<file path="src/rtl/nexys_starship_pkg.sv">
// Shared types and constants for the Nexys Starship repair/break logic.
package nexys_starship_pkg;

  typedef enum logic [4:0] {
    S_IDLE  = 5'b00001,
    S_COUNT = 5'b00010,
    S_PICK  = 5'b00100,
    S_ISSUE = 5'b01000,
    S_OVER  = 5'b10000
  } state_t;

  localparam int ST_TOP   = 0;
  localparam int ST_BTM   = 1;
  localparam int ST_LEFT  = 2;
  localparam int ST_RIGHT = 3;

  localparam logic [15:0] LFSR_MASK = 16'hB400;
  localparam logic [15:0] LFSR_SEED = 16'hACE1;

endpackage

</file>
<file path="src/rtl/nexys_starship_break_sched_if.sv">
// Game-control bundle between the break scheduler and the game/display side.
interface nexys_starship_break_sched_if #(
  parameter int N_STATION = 4
);
  logic                 tick;
  logic                 play_flag;
  logic [N_STATION-1:0] broken;
  logic [N_STATION-1:0] break_pulse;
  logic [3:0]           break_hex;
  logic                 gameover_ctrl;
  logic [7:0]           interval;
  logic                 q_Idle;
  logic                 q_Count;
  logic                 q_Pick;
  logic                 q_Issue;
  logic                 q_Over;

  modport master (
    output tick, play_flag, broken,
    input  break_pulse, break_hex, gameover_ctrl, interval,
    input  q_Idle, q_Count, q_Pick, q_Issue, q_Over
  );

  modport slave (
    input  tick, play_flag, broken,
    output break_pulse, break_hex, gameover_ctrl, interval,
    output q_Idle, q_Count, q_Pick, q_Issue, q_Over
  );
endinterface

</file>
<file path="src/rtl/nexys_starship_lfsr.sv">
// Free-running right-shifting Galois LFSR; a nonzero seed keeps it off the all-zero lockup.
module nexys_starship_lfsr
  import nexys_starship_pkg::*;
#(
  parameter int               WIDTH = 16,
  parameter logic [WIDTH-1:0] MASK  = LFSR_MASK,
  parameter logic [WIDTH-1:0] SEED  = LFSR_SEED
) (
  input  logic             Clk,
  input  logic             Reset,
  output logic [WIDTH-1:0] state
);

  always_ff @(posedge Clk or negedge Reset) begin
    if (!Reset) begin
      state <= SEED;
    end else if (state[0]) begin
      state <= (state >> 1) ^ MASK;
    end else begin
      state <= state >> 1;
    end
  end

endmodule

</file>
<file path="src/rtl/nexys_starship_break_sched.sv">
// Central break scheduler: counts game ticks, picks a free station round-robin from a
// random start, issues a one-cycle break pulse, speeds up over time and detects game over.
module nexys_starship_break_sched
  import nexys_starship_pkg::*;
#(
  parameter int N_STATION     = 4,
  parameter int BASE_INTERVAL = 8,
  parameter int MIN_INTERVAL  = 2,
  parameter int LEVEL_STEP    = 4,
  parameter int MAX_BROKEN    = 3,
  parameter int GRACE         = 6
) (
  input  logic Clk,
  input  logic Reset,
  nexys_starship_break_sched_if.slave bus
);

  localparam int               IDX_W      = $clog2(N_STATION);
  localparam int               ISSUE_W    = $clog2(LEVEL_STEP) + 1;
  localparam logic [7:0]       BASE_I     = 8'(BASE_INTERVAL);
  localparam logic [7:0]       MIN_I      = 8'(MIN_INTERVAL);
  localparam logic [7:0]       GRACE_LAST = 8'(GRACE - 1);
  localparam logic [ISSUE_W-1:0] ISSUE_LAST = ISSUE_W'(LEVEL_STEP - 1);

  state_t               state_reg;
  logic [7:0]           cnt_reg;
  logic [7:0]           interval_reg;
  logic [7:0]           grace_reg;
  logic [ISSUE_W-1:0]   issue_reg;
  logic [N_STATION-1:0] pulse_reg;
  logic [3:0]           hex_reg;
  logic                 over_reg;

  logic [15:0]          lfsr_state;
  logic                 lfsr_unused;
  logic [IDX_W:0]       free_slot;
  logic                 all_broken;
  logic                 active;
  logic                 grace_expire;
  logic                 can_issue;
  logic [3:0]           hex_pick;
  logic [7:0]           interval_dec;
  logic [N_STATION-1:0] onehot_sel;

  nexys_starship_lfsr #(
    .WIDTH(16),
    .MASK (LFSR_MASK),
    .SEED (LFSR_SEED)
  ) u_lfsr (
    .Clk  (Clk),
    .Reset(Reset),
    .state(lfsr_state)
  );

  // Returns {found, index} of the first non-broken station scanning upward from start.
  function automatic logic [IDX_W:0] find_free(input logic [N_STATION-1:0] brk, input int start);
    logic [IDX_W:0] res;
    int             idx;
    res = '0;
    for (int k = N_STATION - 1; k >= 0; k--) begin
      idx = (start + k) % N_STATION;
      if (!brk[IDX_W'(idx)]) res = {1'b1, IDX_W'(idx)};
    end
    return res;
  endfunction

  assign lfsr_unused = ^{lfsr_state[15:8], lfsr_state[3:2]};

  always_comb begin
    free_slot    = find_free(bus.broken, int'(lfsr_state[1:0]));
    all_broken   = &bus.broken;
    active       = state_reg inside {S_COUNT, S_PICK, S_ISSUE};
    grace_expire = active && bus.tick && all_broken && (grace_reg == GRACE_LAST);
    can_issue    = free_slot[IDX_W] && ($countones(bus.broken) < MAX_BROKEN);
    hex_pick     = (lfsr_state[7:4] == 4'h0) ? 4'hF : lfsr_state[7:4];
    interval_dec = (interval_reg > MIN_I) ? interval_reg - 8'd1 : MIN_I;
    onehot_sel   = N_STATION'(1) << free_slot[IDX_W-1:0];
  end

  always_ff @(posedge Clk or negedge Reset) begin
    if (!Reset) begin
      state_reg    <= S_IDLE;
      cnt_reg      <= '0;
      interval_reg <= BASE_I;
      grace_reg    <= '0;
      issue_reg    <= '0;
      pulse_reg    <= '0;
      hex_reg      <= '0;
      over_reg     <= 1'b0;
    end else begin
      pulse_reg <= '0;
      if (active && all_broken) begin
        if (bus.tick) grace_reg <= grace_reg + 8'd1;
      end else begin
        grace_reg <= '0;
      end

      case (state_reg)
        S_IDLE: begin
          over_reg     <= 1'b0;
          interval_reg <= BASE_I;
          issue_reg    <= '0;
          if (bus.play_flag) begin
            state_reg <= S_COUNT;
            cnt_reg   <= BASE_I;
          end
        end
        S_COUNT: begin
          if (!bus.play_flag) begin
            state_reg <= S_IDLE;
          end else if (grace_expire) begin
            state_reg <= S_OVER;
            over_reg  <= 1'b1;
          end else if (bus.tick) begin
            if (cnt_reg > 8'd1) cnt_reg <= cnt_reg - 8'd1;
            else                state_reg <= S_PICK;
          end
        end
        // Game over takes priority over issuing, so a pulse never escapes on the final tick.
        S_PICK: begin
          if (!bus.play_flag) begin
            state_reg <= S_IDLE;
          end else if (grace_expire) begin
            state_reg <= S_OVER;
            over_reg  <= 1'b1;
          end else if (can_issue) begin
            state_reg <= S_ISSUE;
            pulse_reg <= onehot_sel;
            hex_reg   <= hex_pick;
          end else begin
            state_reg <= S_COUNT;
            cnt_reg   <= interval_reg;
          end
        end
        S_ISSUE: begin
          if (issue_reg == ISSUE_LAST) begin
            issue_reg    <= '0;
            interval_reg <= interval_dec;
          end else begin
            issue_reg <= issue_reg + ISSUE_W'(1);
          end
          if (!bus.play_flag) begin
            state_reg <= S_IDLE;
          end else if (grace_expire) begin
            state_reg <= S_OVER;
            over_reg  <= 1'b1;
          end else begin
            state_reg <= S_COUNT;
            cnt_reg   <= (issue_reg == ISSUE_LAST) ? interval_dec : interval_reg;
          end
        end
        S_OVER: begin
          if (!bus.play_flag) begin
            state_reg <= S_IDLE;
            over_reg  <= 1'b0;
          end
        end
        default: state_reg <= S_IDLE;
      endcase
    end
  end

  assign bus.break_pulse   = pulse_reg;
  assign bus.break_hex     = hex_reg;
  assign bus.gameover_ctrl = over_reg;
  assign bus.interval      = interval_reg;
  assign bus.q_Idle        = (state_reg == S_IDLE);
  assign bus.q_Count       = (state_reg == S_COUNT);
  assign bus.q_Pick        = (state_reg == S_PICK);
  assign bus.q_Issue       = (state_reg == S_ISSUE);
  assign bus.q_Over        = (state_reg == S_OVER);

endmodule

</file>
<file path="src/flat_wrapper.sv">
// flat-port wrapper written by rule: the top's interface ports become plain ports
module nexys_starship_break_sched_flat import nexys_starship_pkg::*;
#(
  parameter int N_STATION     = 4,
  parameter int BASE_INTERVAL = 8,
  parameter int MIN_INTERVAL  = 2,
  parameter int LEVEL_STEP    = 4,
  parameter int MAX_BROKEN    = 3,
  parameter int GRACE         = 6
)
  (Clk, Reset, bus_tick, bus_play_flag, bus_broken, bus_break_pulse, bus_break_hex, bus_gameover_ctrl, bus_interval, bus_q_Idle, bus_q_Count, bus_q_Pick, bus_q_Issue, bus_q_Over);
  nexys_starship_break_sched_if #(.N_STATION(N_STATION)) bus_i ();
  input  logic Clk;
  input  logic Reset;
  input wire logic [$bits(bus_i.tick)-1:0] bus_tick;
  input wire logic [$bits(bus_i.play_flag)-1:0] bus_play_flag;
  input wire logic [$bits(bus_i.broken)-1:0] bus_broken;
  output wire logic [$bits(bus_i.break_pulse)-1:0] bus_break_pulse;
  output wire logic [$bits(bus_i.break_hex)-1:0] bus_break_hex;
  output wire logic [$bits(bus_i.gameover_ctrl)-1:0] bus_gameover_ctrl;
  output wire logic [$bits(bus_i.interval)-1:0] bus_interval;
  output wire logic [$bits(bus_i.q_Idle)-1:0] bus_q_Idle;
  output wire logic [$bits(bus_i.q_Count)-1:0] bus_q_Count;
  output wire logic [$bits(bus_i.q_Pick)-1:0] bus_q_Pick;
  output wire logic [$bits(bus_i.q_Issue)-1:0] bus_q_Issue;
  output wire logic [$bits(bus_i.q_Over)-1:0] bus_q_Over;
  assign bus_i.tick = bus_tick;
  assign bus_i.play_flag = bus_play_flag;
  assign bus_i.broken = bus_broken;
  assign bus_break_pulse = bus_i.break_pulse;
  assign bus_break_hex = bus_i.break_hex;
  assign bus_gameover_ctrl = bus_i.gameover_ctrl;
  assign bus_interval = bus_i.interval;
  assign bus_q_Idle = bus_i.q_Idle;
  assign bus_q_Count = bus_i.q_Count;
  assign bus_q_Pick = bus_i.q_Pick;
  assign bus_q_Issue = bus_i.q_Issue;
  assign bus_q_Over = bus_i.q_Over;
  nexys_starship_break_sched #(.N_STATION(N_STATION), .BASE_INTERVAL(BASE_INTERVAL), .MIN_INTERVAL(MIN_INTERVAL), .LEVEL_STEP(LEVEL_STEP), .MAX_BROKEN(MAX_BROKEN), .GRACE(GRACE)) u_core (.Clk(Clk), .Reset(Reset), .bus(bus_i));
endmodule
</file>
<file path="config.mk">
export PLATFORM = sky130hd
export DESIGN_NAME = nexys_starship_break_sched_flat
export DESIGN_NICKNAME = d
export VERILOG_FILES = /design/src/rtl/nexys_starship_pkg.sv /design/src/rtl/nexys_starship_break_sched_if.sv /design/src/rtl/nexys_starship_lfsr.sv /design/src/rtl/nexys_starship_break_sched.sv /design/src/flat_wrapper.sv
export SDC_FILE = /design/constraint.sdc
export NUM_CORES = 1
export LEC_CHECK = 0
export ABC_AREA = 1
export BUFFER_PORTS_ARGS = -buffer_cell sky130_fd_sc_hd__buf_4
export CORE_MARGIN = 3
export CORE_UTILIZATION = 64
export DETAILED_ROUTE_END_ITERATION = 8
export PLACE_DENSITY = 0.85
export SYNTH_ARGS = -nofsm -noshare
export SYNTH_HDL_FRONTEND = slang
export SYNTH_SLANG_ARGS = --single-unit
</file>
<file path="constraint.sdc">
create_clock -name Clk -period 4.7 [get_ports Clk]
set_input_delay 0.705 -clock Clk [delete_from_list [all_inputs] [get_ports Clk]]
set_output_delay 0.705 -clock Clk [all_outputs]
set_load 0.01 [all_outputs]
</file>
==> run summary, run 1 <==
The flow ran to the end, and the final reports show no timing, DRC or antenna violations. The total setup buffers inserted after CTS is 0, and the post-route antenna net violation count is 0. The synthesized netlist occupies a cell area of 3170 sq um. In this run, the number of DRC markers left after iteration 0 of detailed routing was 152. Yosys attributes the largest share of cell area to sky130_fd_sc_hd__dfrtp_1, sky130_fd_sc_hd__nand2_1, sky130_fd_sc_hd__dfstp_2, sky130_fd_sc_hd__inv_1, sky130_fd_sc_hd__nor2_1.

The count of pins on the block boundary is 30. At the end of routability-driven placement, the weighted congestion stood at 0.882. The total of flip-flops plus latches after synthesis came out at 57. The final critical-path share of the clock period is 0.516. The tools report the portion of the post-synthesis area used by sequential elements as 0.453. The initial cell density of the core was 0.695; the synthesized netlist net count was 409. Setup violations remaining at the end of the flow were counted as 0. Dividing the detail-routed wire length by the instance count gives 13.7 microns. The design draws 1.75 mW. The post-placement worst setup slack was 1.93 ns. The global routing usage summed across all routing layers is 0.255.

The fraction of post-synthesis cell area in the top cell type by area came out at 0.371. The slowest cell on the critical path was sky130_fd_sc_hd__fa_1. For the pin with the worst max-slew slack, the measured transition is 0.709 ns. Along the worst path, the maximum fanout reaches 8. The share of post-route cells with drive strength above 1 was 0.190; the post-layout worst setup margin was 2.28 ns.

The post-route setup TNS is 0 ns. Power density relative to cell area: 474 nW/um^2. Clock latency on the worst-skew pair, taken at its later pin, is 0.34 ns. In this run the tool buffered the top-level ports with 29 buffer cells. In the routed design, unresolved DRC markers number 0. The overall die area was 5840 sq um. The logs give 4.93 ns for the critical path required time and 3460 sq um for the area after detailed placement.

Across the run, the number of max-cap violations was 0. In this run the vertical extent of the chip is 76.4 microns. The post-synthesis cell type count is 37. Count of inserted antenna diode cells: 0. The die is 76.4 microns wide.

The worst stage delay on the critical path was 0.41 ns; the row count was 24. The total count of max-transition violations in the final report was 0. Once the clock tree was built, the resizer swapped 0 gates to a different size.

The number of hold-repair buffers added at the cts stage came out at 0. The largest total area in the synthesized netlist belongs to sky130_fd_sc_hd__dfrtp_1. The routed layout has 2729 vias. After clock tree synthesis, the clock-pin slew on the worst setup and hold paths is 0.07 ns. Synthesis produced a netlist whose cell count is 389.

The type of the most critical hold path was flop to flop. Clock tree root driver cell: sky130_fd_sc_hd__clkbuf_8. The post-layout minimum cycle time was 2.42 ns. TritonCTS built the clock tree. Between clock sinks in the finished design, the worst skew comes to 0.0105 ns. The hold violation total from the final report is 0, and the peak ir drop on the vdd network is 0.000267 V.

The clock buffer count from CTS is 9. The H-tree was split into 3 levels. For this design the static power due to leakage is 1.88 nW. Setup repair after global routing left no endpoint under its margin. The finished cells cover 3680 sq um.

After floorplanning, the core was sized to cover 4560 sq um. The setup path with the least slack is of type input pin to flop. The average vias per placed instance is 5.49, and the global-route wire length before repair is 11900 microns. For the maximum buffer depth of the clock tree, the log shows 2.

The critical path goes through buf_4 -> ha_1 -> ha_1 -> inv_1 -> fa_1 -> o21ai_0 -> inv_1 -> nand2_2 -> nor2_4 -> nor2_1 -> nand3_2 -> nand2_1 -> nand2_1. STA puts the critical path data arrival time at 2.66 ns. The via count of the first global-routing pass is 2680, and the post-synthesis average cell area is 8.16 sq um. The tools report the post-DP HPWL as 4890 microns. Entering global routing, the biggest net connects 58 pins. STA classifies the critical path endpoint as a flop. Summed over all layers, the global routing overflow is 0. The number of antenna violations at the first check in global routing is 0.

The category of the worst setup path launch point is an input pin. After the last flow step, the layout net total stands at 447. Static timing analysis puts the maximum clock frequency at 413 MHz. The total iterations of the first detailed-routing run is 5, and the growth of design area from synthesis to finish is 16.0%.

Summed over all layers, the routed wires come to 6820 microns. The tools report the tightest slew margin relative to the limit as 0.527. The run gives 0 as the count of yosys warnings during synthesis.

Clock tree synthesis found a total of 57 sinks. The number of inserted filler cells in the final layout is 344. The register with the most flip-flops in the layout has 16 of them.
-- final timing paths --
check | start | to | slack, ns | cells past startpoint
max | bus_broken[0] | u_core.cnt_reg[2]$_DFFE_PN0P_ | 2.28 | 13
min reg2reg | u_core.u_lfsr.state[8]$_DFF_PN0_ | u_core.u_lfsr.state[7]$_DFF_PN1_ | 0.36 | 0
min in group asynchronous | Reset | u_core.bus.interval[4]$_DFFE_PN0P_ | 0.40 | 1
max in group asynchronous | Reset | u_core.grace_reg[0]$_DFFE_PN0P_ | 3.82 | 1
min | u_core.u_lfsr.state[8]$_DFF_PN0_ | u_core.u_lfsr.state[7]$_DFF_PN1_ | 0.36 | 0
max reg2reg | u_core.u_lfsr.state[0]$_DFF_PN1_ | u_core.cnt_reg[2]$_DFFE_PN0P_ | 2.76 | 9
-- synth_stat cells, drive strengths merged --
cell type	count
ha	11
o21ai	22
xnor2	2
buf	2
inv	47
o21a	2
clkinv	1
nor3b	2
a21oi	9
nand3	34
nor4	2
dfrtp	47
a22oi	1
a31oi	1
fa	1
o211ai	4
dfstp	10
nand2	113
or2	1
a32o	1
xor2	10
o22ai	1
a21boi	1
nor3	3
nand4	7
o21bai	2
nor2	52
-- worst max-delay path, delay by kind of cell --
family                     cells  cell delay [ns]
AOI/OAI and AO/OA              1             0.19
adders and majority gates      3             0.88
buffers and inverters          3             0.25
and+or+nand+nor                6             0.64
-- stage by stage --
| step | hold WS [ns] | std cells | utilization |
|---|---|---|---|
| after CTS | 0.361 | 497 | 0.807 |
| after global routing | 0.374 | 497 | 0.807 |
| after detailed placement | 0.338 | 481 | 0.757 |
| after global placement | 0.333 | 481 | 0.757 |
| after floorplan | 0.331 | 389 | - |
| final | 0.360 | 497 | 0.807 |
-- layout make-up --
cell class,count,area (sq um),share of cell area
clock buffers,9,124,0.0336
repair buffers,29,218,0.0591
clock inverters,7,103,0.0279
well taps,65,81.3,0.0221
inverters,48,180,0.0489
flip-flops and latches,57,1440,0.391
multi-input cells,282,1540,0.418
-- cell families (layout without fill, tap and decap cells) --
group | count (synthesis) | in the layout | share of synthesized area
AOI/OAI and AO/OA | 44 | 44 | 0.0808
adders and majority gates | 12 | 12 | 0.0497
xor gates and xnor gates | 12 | 12 | 0.0331
and+or+nand+nor | 214 | 214 | 0.321
DFF | 57 | 57 | 0.453
buffers and inverters | 50 | 93 | 0.0619
-- where the power goes --
group | leakage [nW] | internal, mW | switching [mW]
logic | 1.02 | 0.221 | 0.391
clock network | 0.110 | 0.303 | 0.220
registers | 0.750 | 0.552 | 0.0598
-- cell usage in the layout (no fill, tap or decap), drive strengths merged --
master | Yosys | layout
a21boi | 1 | 1
a21oi | 9 | 9
a22oi | 1 | 1
a31oi | 1 | 1
a32o | 1 | 1
buf | 2 | 29
bufinv | 0 | 2
clkbuf | 0 | 9
clkinv | 1 | 4
clkinvlp | 0 | 1
dfrtp | 47 | 47
dfstp | 10 | 10
fa | 1 | 1
ha | 11 | 11
inv | 47 | 48
nand2 | 113 | 113
nand3 | 34 | 34
nand4 | 7 | 7
nor2 | 52 | 52
nor3 | 3 | 3
nor3b | 2 | 2
nor4 | 2 | 2
o211ai | 4 | 4
o21a | 2 | 2
o21ai | 22 | 22
o21bai | 2 | 2
o22ai | 1 | 1
or2 | 1 | 1
xnor2 | 2 | 2
xor2 | 10 | 10
-- layer usage --
metal,track usage,vias to the layer above,wire length [microns]
li1,-,1327,-
met1,0.313,1288,2940
met2,0.419,96,3340
met3,0.0615,18,373
met4,0.127,0,162
met5,0,-,0
Note: power is estimated with default switching activity, not from simulation.
==> run 2: changes to the inputs <==
CORE_UTILIZATION = 59   (was 64)
PLACE_DENSITY = 0.79   (was 0.85)
clock period = 2.24 ns   (was 4.7 ns; I/O delays follow)
==> run 2 against run 1 <==
Clock skew down 0.0031 ns; combinational power increased by 110%; power up 110%; count of clock-buffer cells in the layout is the same; setup slack got worse by 2.0 ns; final area rose by 0.78%; register-to-register slack lost 2.4 ns; critical endpoint is now u_core.cnt_reg[7]$_DFFE_PN0P_.
==> run summary, run 2 (synthesis gave the netlist of run 1 again) <==
The run finished with clean final reports. The flop-to-flop setup slack was 0.37 ns; the via count of the first global-routing pass was 2498. Summed over all nets, the switching power comes to 1.37 mW. Along the worst path, the maximum fanout reaches 8.

Entering global routing, the biggest net connects 58 pins. The library cells used most frequently in the layout, excluding fill and tap cells, are sky130_fd_sc_hd__nand2_1, sky130_fd_sc_hd__dfrtp_1, sky130_fd_sc_hd__inv_1. Setup violations remaining at the end of the flow were counted as 0. The final layout contains 451 nets. For this design, the sink count on the clock tree is 57. Total wire length after detailed routing: 6270 microns.

Buffers inserted during clock tree synthesis total 9. The total count of max-transition violations in the final report came out at 0. The number of violations reported at the end of detailed-routing iteration 0 was 172.

The tightest slew margin relative to the limit is 0.534. The count of H-tree levels built during CTS was 3; the global-route wire length before repair was 11200 microns. Global routing finished with a remaining overflow of 0. After detailed placement, the design holds a cell count of 490.

The die width was 79.4 microns. Clock tree synthesis selected as its root buffer the cell sky130_fd_sc_hd__clkbuf_8. Cell internal power was estimated by the tool at 2.26 mW. STA classifies the critical path startpoint as an input pin. The number of flip-flops under the largest register name is 16, and the total setup buffers inserted after CTS is 0. After detailed routing, the number of vias per cell comes to 5.30. Setup repair after global routing left no endpoint under its margin. The worst-case clock skew is 0.00746 ns.

STA classifies the critical path endpoint as a flop. Power density relative to cell area: 976 nW/um^2. Once placement finished, the instance area stood at 3490 sq um. For the hold violation total from the final report, the log shows 0. Peak clock frequency supported by timing: 514 MHz. The peak ir drop on the vdd network is 0.000543 V. The final critical-path share of the clock period came out at 0.869.

Path type of the worst setup path: input pin to flop. The logs give 0.618 for the initial cell density of the core and 1540 sq um for the multi-input logic area. Register share of total power: 0.355. Fraction of power spent switching nets: 0.377.

In this run the deepest clock path goes through 2 buffers. Routability-driven placement finished with a final weighted congestion of 0.853. During I/O placement, the number of pins put on the boundary was 30.

TritonCTS built the clock tree. The tools report the part of the power in the clock network as 0.290. The proportion of power drawn by combinational gates is 0.355, and the count of inserted antenna diode cells is 0.

Once layout is done, the placed cells without fillers occupy 3710 sq um. The post-route antenna net violation count came out at 0. Once routing completed, OpenROAD measured the worst setup slack at 0.294 ns. After layout, the design draws a total of 3.62 mW. The number of DRC violations after detailed routing is 0. Total of buffers placed on input and output ports: 29. Clock-pin slew was measured on the worst setup and hold paths at 0.07 ns.

For this run, the number of standard cells in the final layout without fillers is 506. The later-pin clock latency in the skew report was 0.34 ns; the detailed-route wire length per cell was 12.4 microns. The logs give 2683 for the overall via count from detail_route and -0.109 ns for the post-placement worst setup slack. Max-cap violations in this run came to 0. Summed over all nets, the half-perimeter wirelength after detailed placement is 4620 microns.

The layout has 436 filler cells. The cell depth of the worst flop-to-flop path came out at 11. The tools report the number of antenna violations at the first check in global routing as 0. STA puts the critical path data required time at 2.46 ns.

At the pin with the least slew margin, the transition time is 0.699 ns. The most common cell after layout, fill and taps aside is sky130_fd_sc_hd__nand2_1. The min-delay analysis places its worst path in the category input pin to asynchronous set/reset pin. The final hold slack came out at 0.0522 ns. In this run the static leakage power is 1.90 nW. The share of post-route cells with drive strength above 1 was 0.197; the post-layout minimum cycle time was 1.95 ns. The initialized floorplan defines 26 standard-cell rows. The overall die area was 6300 sq um; the critical path data arrival time was 2.17 ns.

The tools report the global routing usage summed across all routing layers as 0.227. The area inside the core boundary was 5140 sq um; the vertical die dimension was 79.4 microns. The flip-flop and latch area is 1440 sq um. The total iterations of the first detailed-routing run is 5, and the number of hold-repair buffers added at the cts stage is 0. The growth of design area from synthesis to finish is 16.9%, and the post-route setup TNS is 0 ns. Share of the core filled with cells in the final layout: 0.722.
run 2: changes by cell type in the layout (fill, tap and decap cells not counted), sizes merged:
cell,change
buf,+4
clkinv,+1
inv,-1
run 2: path summary, 6_finish.rpt:
path,start,end
hold reg to reg,u_core.u_lfsr.state[9]$_DFF_PN0_,u_core.u_lfsr.state[8]$_DFF_PN0_
setup / recovery,bus_broken[0],u_core.cnt_reg[7]$_DFFE_PN0P_
max in group asynchronous,Reset,u_core.issue_reg[1]$_DFFE_PN0P_
min in group Clk,bus_play_flag,u_core.state_reg[4]$_DFFE_PN0P_
setup reg to reg,u_core.u_lfsr.state[0]$_DFF_PN1_,u_core.bus.break_pulse[3]$_DFF_PN0_
hold / removal,Reset,u_core.bus.interval[6]$_DFFE_PN0P_
run 2: layout make-up:
| type | count | area share |
|---|---|---|
| inverters | 48 | 0.0485 |
| repair buffers | 33 | 0.0667 |
| clock inverters | 7 | 0.0256 |
| flip-flops and latches | 57 | 0.388 |
| well taps | 70 | 0.0236 |
| multi-input cells | 282 | 0.415 |
| clock buffers | 9 | 0.0334 |
run 2: layer usage:
metal	track usage	vias to the layer above	wire length, microns
met1	0.300	1236	2820
li1	-	1340	-
met4	0.0704	0	83
met2	0.370	95	2990
met3	0.0533	12	383
met5	0	-	0
run 2: what timing repair did:
action	4_1_cts	5_1_grt
gates resized for setup	0	1
endpoints found under the setup margin	0	1
hold endpoints to repair	0	0
run 2: worst max-delay path, stage by stage:
cell	delay [ns]
sky130_fd_sc_hd__buf_4	0.11
sky130_fd_sc_hd__ha_1	0.28
sky130_fd_sc_hd__ha_1	0.19
sky130_fd_sc_hd__inv_1	0.06
sky130_fd_sc_hd__fa_1	0.40
sky130_fd_sc_hd__o21ai_1	0.14
sky130_fd_sc_hd__inv_1	0.06
sky130_fd_sc_hd__nand2_2	0.12
sky130_fd_sc_hd__nor2_4	0.04
sky130_fd_sc_hd__nor2_1	0.10
sky130_fd_sc_hd__nand3_2	0.17
sky130_fd_sc_hd__nand2_1	0.11
sky130_fd_sc_hd__nand2_1	0.06
run 2: power by group through the flow:
stage | clock, mW | combinational (mW) | sequential [mW]
2_1_floorplan | 0 | 0.930 | 1.29
3_3_place_gp | 0 | 1.25 | 1.30
3_5_place_dp | 0 | 1.28 | 1.30
4_1_cts | 1.07 | 1.29 | 1.28
5_1_grt | 1.13 | 1.48 | 1.30
6_report | 1.05 | 1.29 | 1.29
==> run 3: changes to the inputs <==
ABC_CLOCK_PERIOD_IN_PS = 2240   (was default)
CORE_UTILIZATION = 50   (was 59)
PLACE_DENSITY = 0.69   (was 0.79)
SETUP_SLACK_MARGIN = 0.4   (was default)
==> run 3 against run 2 <==
Sequential cell count is the same; via count is 1.8% higher; worst hold slack got worse by 0.011 ns; critical path depth is 5 lower; clock power shrank 9%; non-clock buffer count grew 7; maximum frequency rose by 7.3%; combinational power up 14%; sequential share of layout area fell by 2.2 points; largest cell class unchanged; largest power group is now combinational cells.
==> run summary, run 3 (synthesis gave the netlist of run 1 again) <==
The flow ran to the end, and the final reports show no timing, DRC or antenna violations. The congestion estimate from routability-driven global placement came to 0.851. The register share of total power is 0.345, and the detailed-route wire length per cell is 13.6 microns. Clock-pin slew was measured on the worst setup and hold paths at 0.08 ns. The tools report the hold violation total from the final report as 0. The critical path in this run is classified as flop to flop.

The part of the power in the clock network is 0.259, and the die width is 85.7 microns. For the area of all placed cells without fillers, the log shows 3940 sq um. In this run the clock root is driven by a sky130_fd_sc_hd__clkbuf_8. From bottom edge to top edge, the die measures 85.7 microns.

The run gives 57 as the number of clock sinks seen by CTS. Data on the critical path is required at its endpoint by 2.52 ns. The HPWL after detailed placement is 4800 microns.

The proportion of power drawn by combinational gates is 0.396, and the overall via count from detail_route is 2730. Maximum number of pins on one net before global-route repair: 58. The final critical-path share of the clock period works out to 0.810. The number of flip-flops under the largest register name was 16; the fraction of power spent switching nets was 0.393. After filler insertion, the fill cell instance count of the layout stands at 486. The total iterations of the first detailed-routing run is 4. The area inside the core boundary was 6030 sq um. For the number of antenna violations at the first check in global routing, the log shows 0. For this design the ratio of total power to cell area is 941 nW/um^2.

The run gives 0 as the setup violation total in the final timing report. Setup repair after global routing could not meet its margin everywhere. The overall die area is 7340 sq um. 0 antenna diodes ended up in the layout.

In this run the register-to-register setup slack is 0.43 ns. For the remaining global-route overflow, the log shows 0. TritonCTS built the clock tree. The average vias per placed instance came out at 5.27.

The number of maximum-capacitance constraint violations was 0; the post-placement cell count was 491. Leaving out fill and tap cells, the most frequent cells in the layout are sky130_fd_sc_hd__nand2_1, sky130_fd_sc_hd__dfrtp_1, sky130_fd_sc_hd__inv_1. Buffers placed on the I/O ports in this run total 29.

Largest fanout of any net on the critical path: 9. The run gives 3 as the count of H-tree levels built during CTS. The count of pins on the block boundary was 30; the number of DRC violations after detailed routing was 0.

The longest clock path from root to sink contains 2 buffers. Counting the buffers created by CTS gives 9. Across the routed clock network, the largest skew measured is 0.0110 ns. Type of the most critical hold path: input pin to asynchronous set/reset pin. The total wire length after detailed routing was 7030 microns; the cell depth of the worst flop-to-flop path was 8. From synthesis to final layout, the design area changed by 24.0%. The routed design could run at a clock period as short as 1.81 ns.

The logs give 2.25 mW for the cell-internal power and 200 for the number of violations reported at the end of detailed-routing iteration 0. The share of the core filled with cells in the final layout was 0.653; the tightest slew margin relative to the limit was 0.531. Total power for the finished layout comes to 3.70 mW.

The total count of max-transition violations in the final report came out at 0. The via count of the first global-routing pass was 2548. Net switching power: 1.46 mW. For the later-pin clock latency in the skew report, the log shows 0.35 ns. The count of cells in the finished layout, fillers not included, comes to 518. The category of the worst setup path launch point is a flop. For the peak ir drop on the vdd network, the log shows 0.000546 V. The library cell used most frequently in the layout, excluding fill and tap cells, is sky130_fd_sc_hd__nand2_1. At the worst endpoint, the arrival time is 2.09 ns. The worst setup path is captured at a flop.

The global routing usage summed across all routing layers is 0.200. In this run the core area contains 28 standard-cell rows. The area after detailed placement came out at 3510 sq um.

In this run the remaining antenna-violating nets after routing total 0. The tools report the global-route wire length before repair as 11500 microns. The initial cell density of the core came out at 0.527. In this run the static leakage power is 1.95 nW. Share of post-route cells with drive strength above 1: 0.271.

Derived from the worst setup path, the maximum achievable clock frequency is 551 MHz. For the pin with the worst max-slew slack, the measured transition is 0.704 ns. For this run, the post-layout net count is 458.
==> run 3: changes by cell type in the layout (fill, tap and decap cells not counted), moves of 3 or more <==
cell                      previous run  this run
sky130_fd_sc_hd__nor2_1             41        35
sky130_fd_sc_hd__nand2_1           110       105
sky130_fd_sc_hd__inv_1              44        40
sky130_fd_sc_hd__nand2_2             3         7
sky130_fd_sc_hd__nor2_2              5         9
sky130_fd_sc_hd__buf_6               0         3
sky130_fd_sc_hd__buf_8               0         3
sky130_fd_sc_hd__ha_1               11         8
sky130_fd_sc_hd__ha_4                0         3
sky130_fd_sc_hd__inv_2               3         6
sky130_fd_sc_hd__o21ai_2             0         3
==> run 3: timing repair <==
item                                    4_1_cts  5_1_grt
buffers inserted                              4        7
endpoints found under the setup margin       18       21
resized for setup                             9       35
hold buffers                                  0        0
pin swaps                                    19       10
==> run 3: worst paths after layout <==
kind	from	end
worst max-delay path	u_core.state_reg[0]$_DFFE_PN1P_	u_core.cnt_reg[7]$_DFFE_PN0P_
worst min-delay path	Reset	u_core.bus.interval[7]$_DFFE_PN0P_
worst max register to register	u_core.state_reg[0]$_DFFE_PN1P_	u_core.cnt_reg[7]$_DFFE_PN0P_
worst min register to register	u_core.u_lfsr.state[2]$_DFF_PN0_	u_core.u_lfsr.state[1]$_DFF_PN0_
max in group asynchronous	Reset	u_core.state_reg[2]$_DFFE_PN0P_
min in group Clk	bus_play_flag	u_core.state_reg[4]$_DFFE_PN0P_
==> run 3: critical path, cell delays in order, from the launching register on <==
cell and delay, ns:
sky130_fd_sc_hd__dfstp_2 0.58, sky130_fd_sc_hd__nor2_4 0.06, sky130_fd_sc_hd__nand3_2 0.15, sky130_fd_sc_hd__nand2_1 0.28, sky130_fd_sc_hd__a21oi_2 0.26, sky130_fd_sc_hd__nand2_2 0.09, sky130_fd_sc_hd__nor2_4 0.19, sky130_fd_sc_hd__nand2_1 0.09
sky130_fd_sc_hd__nand2_1 0.06
==> run 3: final cells by class <==
cell class / count / area, sq um / area share
Multi-Input combinational cell: 282 / 1680 / 0.427
Tap cell: 75 / 93.8 / 0.0238
Timing Repair Buffer: 40 / 334 / 0.0848
Inverter: 48 / 190 / 0.0483
Clock buffer: 11 / 141 / 0.0359
Sequential cell: 57 / 1440 / 0.366
Clock inverter: 5 / 55.1 / 0.0140
==> run 3: metrics by stage <==
step | setup TNS [ns] | hold slack (ns) | setup WS, ns
6_report | 0 | 0.0410 | 0.427
5_1_grt | 0 | 0.0880 | 0.333
3_3_place_gp | 0 | 0.336 | 0.0355
2_1_floorplan | 0 | 0.0404 | 0.277
3_5_place_dp | -0.202 | 0.341 | -0.0355
4_1_cts | 0 | 0.0598 | 0.399
==> run 3: layer usage <==
metal  vias up  part of all wire  GRT usage
li1       1353                 -          -
met1      1298              0.45      0.254
met2        68              0.48      0.321
met3        11             0.047     0.0548
met4         0             0.018     0.0863
met5         -                 0          0
==> run 3: power groups by stage <==
stage	Sequential (mW)	Clock [mW]	Combinational (mW)
6_report	1.28	0.960	1.47
5_1_grt	1.29	1.03	1.62
3_3_place_gp	1.29	0	1.28
2_1_floorplan	1.29	0	0.934
4_1_cts	1.28	0.974	1.35
3_5_place_dp	1.29	0	1.30
